$ cat src/rtl/calc_pkg.sv
// Shared calculator types and constants: converter FSM states, BCD digit limit, datapath width.
// Used by dec2bin_conv (optional DEC2BIN_SIGNED_EN build) and the rest of the calculator.
package calc_pkg;

    typedef enum logic [1:0] {IDLE, CONV, FINISH} d2b_state_t;

    localparam logic [3:0] BCD_MAX_DIGIT = 4'd9;

    // Common binary operand width so reg_bank, alu and the converters agree.
    localparam int unsigned CALC_BITS = 16;

endpackage

$ cat src/rtl/digit_mac.sv
// One decimal accumulate step: acc*10 + d, at BITS+4 bits so an in-range acc never wraps.
// Also flags a non-BCD digit and a result above 2^BITS-1.
module digit_mac
    import calc_pkg::*;
#(
    parameter int unsigned BITS = CALC_BITS
) (
    input  logic [BITS+3:0] i_acc,
    input  logic [3:0]      i_digit,
    output logic [BITS+3:0] o_acc_next,
    output logic            o_digit_bad,
    output logic            o_ovf_step
);

    localparam logic [BITS+3:0] MaxVal = {4'b0000, {BITS{1'b1}}};

    logic [BITS+3:0] w_sum;

    always_comb begin
        w_sum       = (i_acc << 3) + (i_acc << 1) + {{BITS{1'b0}}, i_digit};
        o_acc_next  = w_sum;
        o_digit_bad = (i_digit > BCD_MAX_DIGIT);
        o_ovf_step  = (w_sum > MaxVal);
    end

endmodule

$ cat src/rtl/dec2bin_conv.sv
// Sequential BCD-to-binary converter, one digit per cycle, MS digit first.
// Define DEC2BIN_SIGNED_EN to add the neg input and two's-complement saturating output.
module dec2bin_conv
    import calc_pkg::*;
#(
    parameter int unsigned BITS   = CALC_BITS,
    parameter int unsigned DIGITS = 5
) (
    input  logic                  clk,
    input  logic                  rst_n,
    input  logic                  start,
`ifdef DEC2BIN_SIGNED_EN
    input  logic                  neg,
`endif
    input  logic [4*DIGITS-1:0]   bcd_in,
    output logic [BITS-1:0]       bin_out,
    output logic                  busy,
    output logic                  done,
    output logic                  overflow,
    output logic                  invalid
);

    localparam int unsigned CntW = (DIGITS > 1) ? $clog2(DIGITS) : 1;
    // Once past 2^BITS the exact value no longer matters, only that it stays too big.
    localparam logic [BITS+3:0] AccClamp = {4'b0001, {BITS{1'b0}}};

    d2b_state_t          r_state;
    logic [4*DIGITS-1:0] r_shift;
    logic [BITS+3:0]     r_acc;
    logic [CntW-1:0]     r_cnt;
    logic                r_ovf;
    logic                r_inv;
    logic [BITS-1:0]     r_bin;
    logic                r_busy;
    logic                r_done;
    logic                r_overflow;
    logic                r_invalid;

    logic [BITS+3:0]     w_acc_next;
    logic                w_digit_bad;
    logic                w_ovf_step;
    logic [BITS-1:0]     w_result;
    logic                w_result_ovf;

    digit_mac #(
        .BITS (BITS)
    ) u_digit_mac (
        .i_acc       (r_acc),
        .i_digit     (r_shift[4*DIGITS-1 -: 4]),
        .o_acc_next  (w_acc_next),
        .o_digit_bad (w_digit_bad),
        .o_ovf_step  (w_ovf_step)
    );

`ifdef DEC2BIN_SIGNED_EN
    localparam logic [BITS+3:0] HalfVal = {{(BITS+3){1'b0}}, 1'b1} << (BITS - 1);

    logic r_neg;

    always_comb begin
        w_result_ovf = r_ovf | (r_acc > (r_neg ? HalfVal : HalfVal - 1'b1));
        if (r_inv) begin
            w_result = '0;
        end else if (w_result_ovf) begin
            w_result = r_neg ? {1'b1, {(BITS-1){1'b0}}} : {1'b0, {(BITS-1){1'b1}}};
        end else if (r_neg) begin
            w_result = '0 - r_acc[BITS-1:0];
        end else begin
            w_result = r_acc[BITS-1:0];
        end
    end
`else
    always_comb begin
        w_result_ovf = r_ovf;
        if (r_inv) begin
            w_result = '0;
        end else if (r_ovf) begin
            w_result = '1;
        end else begin
            w_result = r_acc[BITS-1:0];
        end
    end
`endif

    always_ff @(posedge clk or negedge rst_n) begin
        if (!rst_n) begin
            r_state    <= IDLE;
            r_shift    <= '0;
            r_acc      <= '0;
            r_cnt      <= '0;
            r_ovf      <= 1'b0;
            r_inv      <= 1'b0;
            r_bin      <= '0;
            r_busy     <= 1'b0;
            r_done     <= 1'b0;
            r_overflow <= 1'b0;
            r_invalid  <= 1'b0;
`ifdef DEC2BIN_SIGNED_EN
            r_neg      <= 1'b0;
`endif
        end else begin
            r_done <= 1'b0;
            case (r_state)
                IDLE: begin
                    if (start) begin
                        r_shift <= bcd_in;
                        r_acc   <= '0;
                        r_cnt   <= CntW'(DIGITS - 1);
                        r_ovf   <= 1'b0;
                        r_inv   <= 1'b0;
                        r_busy  <= 1'b1;
                        r_state <= CONV;
`ifdef DEC2BIN_SIGNED_EN
                        r_neg   <= neg;
`endif
                    end
                end
                CONV: begin
                    r_inv   <= r_inv | w_digit_bad;
                    r_ovf   <= r_ovf | w_ovf_step;
                    r_acc   <= w_ovf_step ? AccClamp : w_acc_next;
                    r_shift <= r_shift << 4;
                    if (r_cnt == '0) begin
                        r_state <= FINISH;
                    end else begin
                        r_cnt <= r_cnt - 1'b1;
                    end
                end
                FINISH: begin
                    r_bin      <= w_result;
                    r_overflow <= w_result_ovf & ~r_inv;
                    r_invalid  <= r_inv;
                    r_done     <= 1'b1;
                    r_busy     <= 1'b0;
                    r_state    <= IDLE;
                end
                default: r_state <= IDLE;
            endcase
        end
    end

    assign bin_out  = r_bin;
    assign busy     = r_busy;
    assign done     = r_done;
    assign overflow = r_overflow;
    assign invalid  = r_invalid;

endmodule

$ cat config.mk
export PLATFORM = sky130hd
export DESIGN_NAME = dec2bin_conv
export DESIGN_NICKNAME = d
export VERILOG_FILES = /design/src/rtl/calc_pkg.sv /design/src/rtl/digit_mac.sv /design/src/rtl/dec2bin_conv.sv
export SDC_FILE = /design/constraint.sdc
export NUM_CORES = 1
export LEC_CHECK = 0
export CAP_MARGIN = 20
export CORE_AREA = 2 2 88 90
export CTS_CLUSTER_SIZE = 8
export DETAILED_ROUTE_END_ITERATION = 16
export DIE_AREA = 0 0 90 92
export GPL_ROUTABILITY_DRIVEN = 0
export PLACE_DENSITY = 0.78
export RECOVER_POWER = 100
export SLEW_MARGIN = 20
export SYNTH_ARGS = -nofsm -noshare
export SYNTH_HDL_FRONTEND = slang
export SYNTH_HIERARCHICAL = 1
export SYNTH_SLANG_ARGS = --single-unit
$ cat constraint.sdc
create_clock -name clk -period 3.95 [get_ports clk]
set_input_delay 1.185 -clock clk [delete_from_list [all_inputs] [get_ports clk]]
set_output_delay 1.185 -clock clk [all_outputs]
set_load 0.02 [all_outputs]
==> results.json, run 1 <==
{
  "wl_met3_um": 488,
  "final-hold-violation-count": 0,
  "pre_cts_ws_ns": 0.227,
  "crit_path_cell_trace": "inv_1, fa_1, fa_1, or2b_1, a21oi_1, nor4_1, o31ai_1, xor2_1, or4_4, nor2_4, a22o_1",
  "r2r-end": "r_acc[9]$_DFFE_PN0P_",
  "ir_worst_vdd_uv": 282,
  "post-cts-setup-buffers": 0,
  "finalSetupViolCount": 0,
  "dpl_cell_area_sq_um": 4430,
  "hp-class": "reg2reg",
  "holdBufCountCts": 0,
  "p_total_mw": 3.77,
  "antenna_found_initial": 0,
  "whs_path_depth": 2,
  "max-slew-margin-rel_pct": 3.84,
  "rsz0062_at_grt": "false",
  "die_h_um": 92,
  "initial_core_util_pct": 53.7,
  "cp_common_cell": "fa_1",
  "fmax_ghz": 0.271,
  "fin_crit_sh_pct": 93.4,
  "grt.total_usage_pct": 22.2,
  "dpl.hpwl_mm": 6.44,
  "synth_nets": 460,
  "ant_nets": 0,
  "grt_overflow_total": 0,
  "fin_crit_ns": 3.69,
  "p_leak_nw": 2.18,
  "wl_met1_mm": 3.98,
  "reg2reg_depth": 11,
  "worst_slack_ns": 0.261,
  "min_to": "bin_out[7]$_DFFE_PN0P_",
  "grt_pass1_vias": 3070,
  "critPathMaxStageDelay_ns": 0.61,
  "critPathRequiredTime_ns": 4.23,
  "grt_start_max_net_pins": 37,
  "endpoint_kind": "flip-flop",
  "top_layer": "met4",
  "power_density_nw_per_um2": 819,
  "slew_viol_final": 0,
  "drtIter0Drc": 240,
  "crit_fanout": 9,
  "critPathLaunchType": "flip-flop",
  "cts-resized-gates": 0,
  "clk_path_buf_depth": 2,
  "portBuffers": 42,
  "power.switching_mw": 1.66,
  "nets": 497,
  "drc": 0,
  "grt_pass1_wl_mm": 14.8,
  "htree_levels": 3,
  "clk_latency_ns": 0.34,
  "via_per_inst": 5.89,
  "die_w_um": 90,
  "p_int_mw": 2.11,
  "multi_input_area_sq_um": 2140,
  "worstHoldStart": "bin_out[7]$_DFFE_PN0P_",
  "area_delta_synth_final_pct": 15.3,
  "p_sw_share_pct": 44.0,
  "cp_slowest_cell": "or4_4",
  "timing.hold.ws_ns": 0.475,
  "wl_per_cell_um": 16.4,
  "cp.arrival_ns": 3.96,
  "setup_tns_ns": 0,
  "syn_area_per_cell_sq_um": 10.0,
  "clockPowerShare_pct": 14.8,
  "synth_cells": 399,
  "reg2reg_slack_ns": 0.26,
  "clock-sinks": 66,
  "cts_tree": "built",
  "ios": 43,
  "tightestPinTransition_ns": 1.44,
  "drive_gt1_share_pct": 7.94,
  "yosys_warnings": 6,
  "seqPwrFrac_pct": 33.1,
  "rows": 32,
  "wl_met2_mm": 4.29,
  "vias": 3200,
  "insertedDiodeCount": 0,
  "area.sequential_sq_um": 1650,
  "cts.root.buffer_cell": "clkbuf_8",
  "clk_pin_slew_worst_paths_ns": 0.07,
  "p_comb_share_pct": 52.0,
  "outcome": "finished clean",
  "syn_area_sq_um": 4000,
  "final_area_sq_um": 4610,
  "maxCapViolCount": 0,
  "die-area_sq_um": 8280,
  "r2r_start": "r_acc[0]$_DFFE_PN0P_",
  "nFillCells": 615,
  "routed_wl_mm": 8.91,
  "numCtsBuffers": 9,
  "fin_skew_ns": 0.00796,
  "drtPass1Iterations": 4,
  "crit_type": "reg2reg",
  "core_area_sq_um": 7450
}
==> power groups by stage <==
stage          clock network, mW  logic [mW]  registers [mW]
3_3_place_gp                   0        1.88            1.25
5_1_grt                    0.602        2.18            1.30
4_1_cts                    0.568        1.96            1.25
6_report                   0.560        1.96            1.25
2_1_floorplan                  0        1.46            1.26
3_5_place_dp                   0        1.95            1.26
==> sequential cells by signal, summed over array words and instances, names as in the netlist <==
name	cells
done	1
overflow	1
r_state	2
busy	1
r_shift	20
invalid	1
bin_out	16
r_inv	1
r_acc	19
r_cnt	3
r_ovf	1
==> routing by layer <==
metal,global-route usage (%),vias to the layer above
met4,8.85,0
met1,30.3,1548
met5,0,-
met2,35.6,117
li1,-,1520
met3,3.70,15
==> area by class of cell <==
type                       count  share of cell area [%]
sequential                    66                    35.8
clock buffer                  11                    3.07
clock inverter                 5                    1.17
tap                          102                    2.77
multi-input combinational    296                    46.5
timing repair buffer          46                    9.31
inverter                      17                    1.38
==> worst max-delay path: cells and delay by family, from the launching register on <==
| family | cells | cell delay [ns] |
|---|---|---|
| and+or+nand+nor | 4 | 1.27 |
| adders and majority gates | 2 | 1.01 |
| AOI/OAI and AO/OA | 3 | 0.73 |
| DFF | 1 | 0.40 |
| xor gates and xnor gates | 1 | 0.12 |
| buffers and inverters | 1 | 0.08 |
==> layout by cell type (no fill, tap or decap), drive strengths merged, types with 5 or more instances in the layout <==
cell,n
dfrtp,66
nor2,63
ha,36
nand2,29
a21oi,22
dlygate4sd3,21
clkdlybuf4s50,20
a22o,18
o31ai,18
inv,17
clkbuf,16
o21ai,15
o32ai,14
xnor2,12
nand2b,8
o22ai,5
o21bai,5
xor2,5
==> metrics by stage <==
step	cells	util, %
CTS	541	62.1
floorplan	399	-
global placement	525	59.5
detailed placement	525	59.5
global route	543	61.9
finish	543	61.9
==> how the worst max path moves through the flow <==
stage                                        to  cells past startpoint                 start  slack (ns)
after floorplan           r_acc[17]$_DFFE_PN0P_                     12  r_acc[0]$_DFFE_PN0P_        0.48
after global placement     r_acc[0]$_DFFE_PN0P_                     11  r_acc[0]$_DFFE_PN0P_        0.34
after detailed placement   r_acc[9]$_DFFE_PN0P_                     11  r_acc[0]$_DFFE_PN0P_        0.23
after CTS                  r_acc[9]$_DFFE_PN0P_                     11  r_acc[0]$_DFFE_PN0P_        0.21
after global routing      r_acc[12]$_DFFE_PN0P_                     11  r_acc[0]$_DFFE_PN0P_        0.05
final                      r_acc[9]$_DFFE_PN0P_                     11  r_acc[0]$_DFFE_PN0P_        0.26
Note: power is estimated with default switching activity, not from simulation.
==> inputs of run 2 (changes only) <==
Settings changed: SLEW_MARGIN 20 to not set.
==> results of run 2 <==
The final DEF is identical to that of run 1; final timing and power are the same.
